==> config.mk <==
export PLATFORM = sky130hd
export DESIGN_NAME = desc_packer
export DESIGN_NICKNAME = d
export VERILOG_FILES = /design/src/rtl/desc_packer.sv
export SDC_FILE = /design/constraint.sdc
export NUM_CORES = 1
export LEC_CHECK = 0
export CAP_MARGIN = 20
export CELL_PAD_IN_SITES_DETAIL_PLACEMENT = 1
export CELL_PAD_IN_SITES_GLOBAL_PLACEMENT = 1
export CORE_AREA = 2 2 98 100
export CTS_CLUSTER_DIAMETER = 150
export CTS_CLUSTER_SIZE = 14
export DETAILED_ROUTE_END_ITERATION = 12
export DIE_AREA = 0 0 100 102
export PLACE_DENSITY = 0.76
export SYNTH_ARGS = -nofsm -noshare
export SYNTH_HDL_FRONTEND = slang
export SYNTH_SLANG_ARGS = --single-unit
==> constraint.sdc <==
create_clock -name clk -period 2.02 [get_ports clk]
set_input_delay 0.202 -clock clk [delete_from_list [all_inputs] [get_ports clk]]
set_output_delay 0.202 -clock clk [all_outputs]
set_load 0.05 [all_outputs]
==> src/rtl/desc_packer.sv <==
// Packs a stream of descriptor pixel bytes MSB-first into 32-bit words for the NCC
// descriptor loader. There is one output word register and one 4-byte pack accumulator.
module desc_packer #(
    parameter int PIXELS_PER_DESC = 256
) (
    input  logic        clk,
    input  logic        rst,
    input  logic        start,
    input  logic        pix_valid,
    input  logic [7:0]  pix_data,
    output logic        pix_ready,
    output logic [31:0] desc_data_in,
    output logic        desc_data_ready,
    input  logic        done_with_desc_data,
    output logic [3:0]  desc_row,
    output logic [1:0]  desc_col,
    output logic        busy,
    output logic        desc_done
);
    localparam int NWORDS = PIXELS_PER_DESC / 4;

    typedef enum logic {IDLE, RUN} state_t;

    state_t      state, state_nxt;
    logic [8:0]  byte_cnt;
    logic [1:0]  byte_pos;
    logic [5:0]  word_idx;
    logic [31:0] pack;
    logic        pack_full;
    logic [31:0] out_word;
    logic        out_valid;
    logic        done_q;

    logic        byte_xfer, word_xfer, last_word, out_free;
    logic [31:0] packed_word;

    always_comb begin
        state_nxt   = state;
        pix_ready   = 1'b0;
        byte_xfer   = 1'b0;
        word_xfer   = 1'b0;
        last_word   = 1'b0;
        out_free    = 1'b0;
        packed_word = {pack[23:0], pix_data};

        pix_ready = (state == RUN) && !pack_full && (byte_cnt < 9'(PIXELS_PER_DESC));
        byte_xfer = pix_valid && pix_ready;
        word_xfer = out_valid && done_with_desc_data;
        last_word = word_xfer && (word_idx == 6'(NWORDS - 1));
        // A word can enter the output register on the same edge the loader takes the old one.
        out_free  = !out_valid || word_xfer;

        case (state)
            IDLE: if (start) state_nxt = RUN;
            RUN:  if (last_word) state_nxt = IDLE;
            default: state_nxt = IDLE;
        endcase
    end

    always_ff @(posedge clk) begin
        if (rst) begin
            state     <= IDLE;
            byte_cnt  <= '0;
            byte_pos  <= '0;
            word_idx  <= '0;
            pack      <= '0;
            pack_full <= 1'b0;
            out_word  <= '0;
            out_valid <= 1'b0;
            done_q    <= 1'b0;
        end else begin
            state  <= state_nxt;
            done_q <= last_word;
            if (state == IDLE) begin
                if (start) begin
                    byte_cnt  <= '0;
                    byte_pos  <= '0;
                    word_idx  <= '0;
                    pack_full <= 1'b0;
                    out_valid <= 1'b0;
                end
            end else begin
                if (byte_xfer) begin
                    byte_cnt <= byte_cnt + 9'd1;
                    byte_pos <= byte_pos + 2'd1;
                    pack     <= packed_word;
                end
                if (word_xfer)
                    word_idx <= last_word ? 6'd0 : word_idx + 6'd1;

                if (byte_xfer && byte_pos == 2'd3) begin
                    // Completed word bypasses the accumulator when the output slot is free.
                    if (out_free) begin
                        out_word  <= packed_word;
                        out_valid <= 1'b1;
                    end else begin
                        pack_full <= 1'b1;
                    end
                end else if (pack_full && out_free) begin
                    out_word  <= pack;
                    out_valid <= 1'b1;
                    pack_full <= 1'b0;
                end else if (word_xfer) begin
                    out_valid <= 1'b0;
                end
            end
        end
    end

    assign desc_data_in    = out_word;
    assign desc_data_ready = out_valid;
    assign desc_row        = word_idx[5:2];
    assign desc_col        = word_idx[1:0];
    assign busy            = (state == RUN);
    assign desc_done       = done_q;

endmodule

==> flow_metrics.tcl <==
set metrics [dict create \
    cts-htree-levels 3 \
    num_rows 35 \
    area_growth_pct 26.7 \
    cp_num_buf_inv 1 \
    grt_pass1_vias 3276 \
    comb_power_share_pct 4.9 \
    worstPathRequired_ns 1.82 \
    yosys.area.top_type "dfxtp_1" \
    slew_headroom_pct 64.5 \
    antenna_found_initial 0 \
    p_per_area_nw_per_um2 750 \
    vdd_ir_drop_max_uv 448 \
    coreArea_um2 9110 \
    path_cells "clkdlybuf4s50_1" \
    p_seq_share_pct 51.4 \
    slew_violations 0 \
    rsz0062_at_grt "no" \
    setup_tns_ns 0 \
    r2r_setup_slack_ns 0.25 \
    multi_input_area_um2 1640 \
    fin_skew_ns 0.0108 \
    final_common_cell "nor2_1" \
    wl_mm 9.44 \
    r2r_cells 6 \
    dp_hpwl_mm 6.13 \
    startpoint_type "register" \
    synth_top_cell_area_share_pct 48.8 \
    hp-class "primary input to register" \
    fin_ws_ns 0.176 \
    grt_max_degree 52 \
    seq_area_um2 1700 \
    die_height_um 102 \
    grt_pass1_wl_mm 16.1 \
    clkTransAtPathRegs_ns 0.08 \
    hold_depth 2 \
    avgSynthCellArea_um2 7.94 \
    placedCellCount 585 \
    postCtsSetupRepairBufs 0 \
    worst-path-max-fanout 6 \
    hold_path_startpoint "rst" \
    worst_setup_path_end_kind "output port" \
    pwr-share-clk_pct 43.7 \
    p_leak_nw 1.64 \
    cap_violations 0 \
    die-width_um 100 \
    arrival_ns 1.64 \
    wl_per_cell_um 15.7 \
    crit_type "register to output port" \
    outcome "complete, no violations" \
    drt-initial-drc-count 126 \
    vias 3211 \
    start_util_pct 38.3 \
    fillers 1110 \
    finalCritPeriodShare_pct 91.3 \
    worstSkewPairLatency_ns 0.36 \
    fin_cells 601 \
    netlist_area_um2 3490 \
    worst_path_largest_cell_delay_ns 0.85 \
    pin_count 55 \
    grtUsageTotal_pct 19.9 \
    dieArea_um2 10200 \
    root_buffer "clkbuf_8" \
    switchingPower_w 0.000746 \
    port_buffers 54 \
    synthTopCellsByArea "dfxtp_1, nor2_1, nand2_1" \
    syn_inst 439 \
    worstReg2RegStart "byte_pos[0]$_SDFFE_PP0P_" \
    hold_end "byte_pos[0]$_SDFFE_PP0P_" \
    numCtsBuffers 9 \
    swShare_pct 22.5 \
    slowest_stage "clkdlybuf4s50_1" \
    ant_nets 0 \
    synth_flop_cell "dfxtp_1" \
    setup_viol 0 \
    ys_ff_latch 85 \
    worstMarginPinSlew_ns 0.533 \
    place_congestion 0.814 \
    r2r_end "desc_data_in[15]$_SDFFE_PP0P_" \
    p_int_w 0.00257 \
    final_nets 501 \
    cts_hold_buffers 0 \
    clock-sinks 85 \
    timing.final.crit_period_ns 1.84 \
    dp_slack_ns 0.0680 \
    overflow 0 \
    drc 0 \
    cp_top_family "buffers and inverters" \
    synth_cell_types 40 \
    drt_first_pass_iters 4 \
    ys_warn_count 0 \
    final_cell_mix "nor2_1, dfxtp_1, nand2_1" \
    async_flop_share_pct 0 \
    finalPower_w 0.00331 \
    hold_violations 0 \
    ys_seq_area_share_pct 48.8 \
    max_freq_mhz 542 \
    cts.repair.resized 0 \
    syn_nets 455 \
    cts_tree "done" \
    synth_edf_count 0 \
    vias_per_cell 5.34 \
    antenna_cells 0 \
    drive_gt1_share_pct 9.39 \
    clock_tree.buffer_depth 2 \
]
through the flow:
stage	hold WS (ns)	instance area (µm²)	utilization (%)
global route	0.350	4420	48.5
CTS	0.330	4420	48.5
detailed placement	0.450	4180	45.9
global placement	0.443	4180	45.9
finish	0.338	4420	48.5
floorplan	0.329	3490	-
per-layer routing:
metal / vias to the layer above / global-route usage [%] / share of wire, %
li1: 1578 / - / -
met1: 1587 / 24.5 / 46
met5: - / 0 / 0
met4: 0 / 5.80 / 1.4
met2: 34 / 35.3 / 50
met3: 12 / 4.17 / 2.1
power groups by stage:
stage	registers, W	clock network [W]	logic, W
detailed placement	0.00174	0	0.000162
floorplan	0.00174	0	0.0000851
global route	0.00171	0.00156	0.000175
global placement	0.00174	0	0.000160
finish	0.00170	0.00145	0.000161
CTS	0.00170	0.00149	0.000164
worst max-delay path by stage:
stage                        startpoint  cells after the start                       endpoint
2_1_floorplan           busy$_SDFF_PP0_                      6  desc_data_in[13]$_SDFFE_PP0P_
3_3_place_gp                  pix_valid                      6  desc_data_in[21]$_SDFFE_PP0P_
3_5_place_dp                  pix_valid                      6  desc_data_in[21]$_SDFFE_PP0P_
4_1_cts        word_idx[0]$_SDFFE_PP0P_                      1                    desc_col[0]
5_1_grt        word_idx[0]$_SDFFE_PP0P_                      1                    desc_col[0]
6_report       word_idx[0]$_SDFFE_PP0P_                      1                    desc_col[0]
cell usage after synthesis, types with 2 or more instances:
| library cell | number |
|---|---|
| o2111ai_1 | 5 |
| xor2_1 | 6 |
| nand4_1 | 3 |
| nand3_1 | 8 |
| inv_1 | 2 |
| nor4_1 | 21 |
| o211ai_1 | 2 |
| nand2b_1 | 3 |
| a31oi_1 | 2 |
| nand2_1 | 76 |
| a21o_1 | 2 |
| a21oi_1 | 42 |
| buf_2 | 8 |
| nor2_1 | 112 |
| clkbuf_1 | 18 |
| nor4_2 | 10 |
| ha_1 | 3 |
| nor3_1 | 5 |
| and4_1 | 2 |
| o21ai_0 | 3 |
| buf_6 | 3 |
| dfxtp_1 | 85 |
logic make-up after synthesis:
logic type / synth area share (%)
adders and majority gates: 1.08
buffers and inverters: 4.59
and+or+nand+nor: 33.2
AOI/OAI and AO/OA: 10.8
DFF: 48.8
xor gates and xnor gates: 1.51
sequential cells by signal, summed over array words and instances (netlist names):
register,count
desc_done,1
desc_data_in,32
word_idx,6
desc_data_ready,1
byte_cnt,9
pack_full,1
pack,32
byte_pos,2
busy,1
layout make-up:
cell class / count / share of cell area, %
Clock buffer: 10 / 2.89
Clock inverter: 6 / 2.52
Inverter: 3 / 0.255
Multi-Input combinational cell: 321 / 37.1
Sequential cell: 85 / 38.5
Tap cell: 111 / 3.15
Timing Repair Buffer: 65 / 15.6
Power figures use the tool's default switching activity.
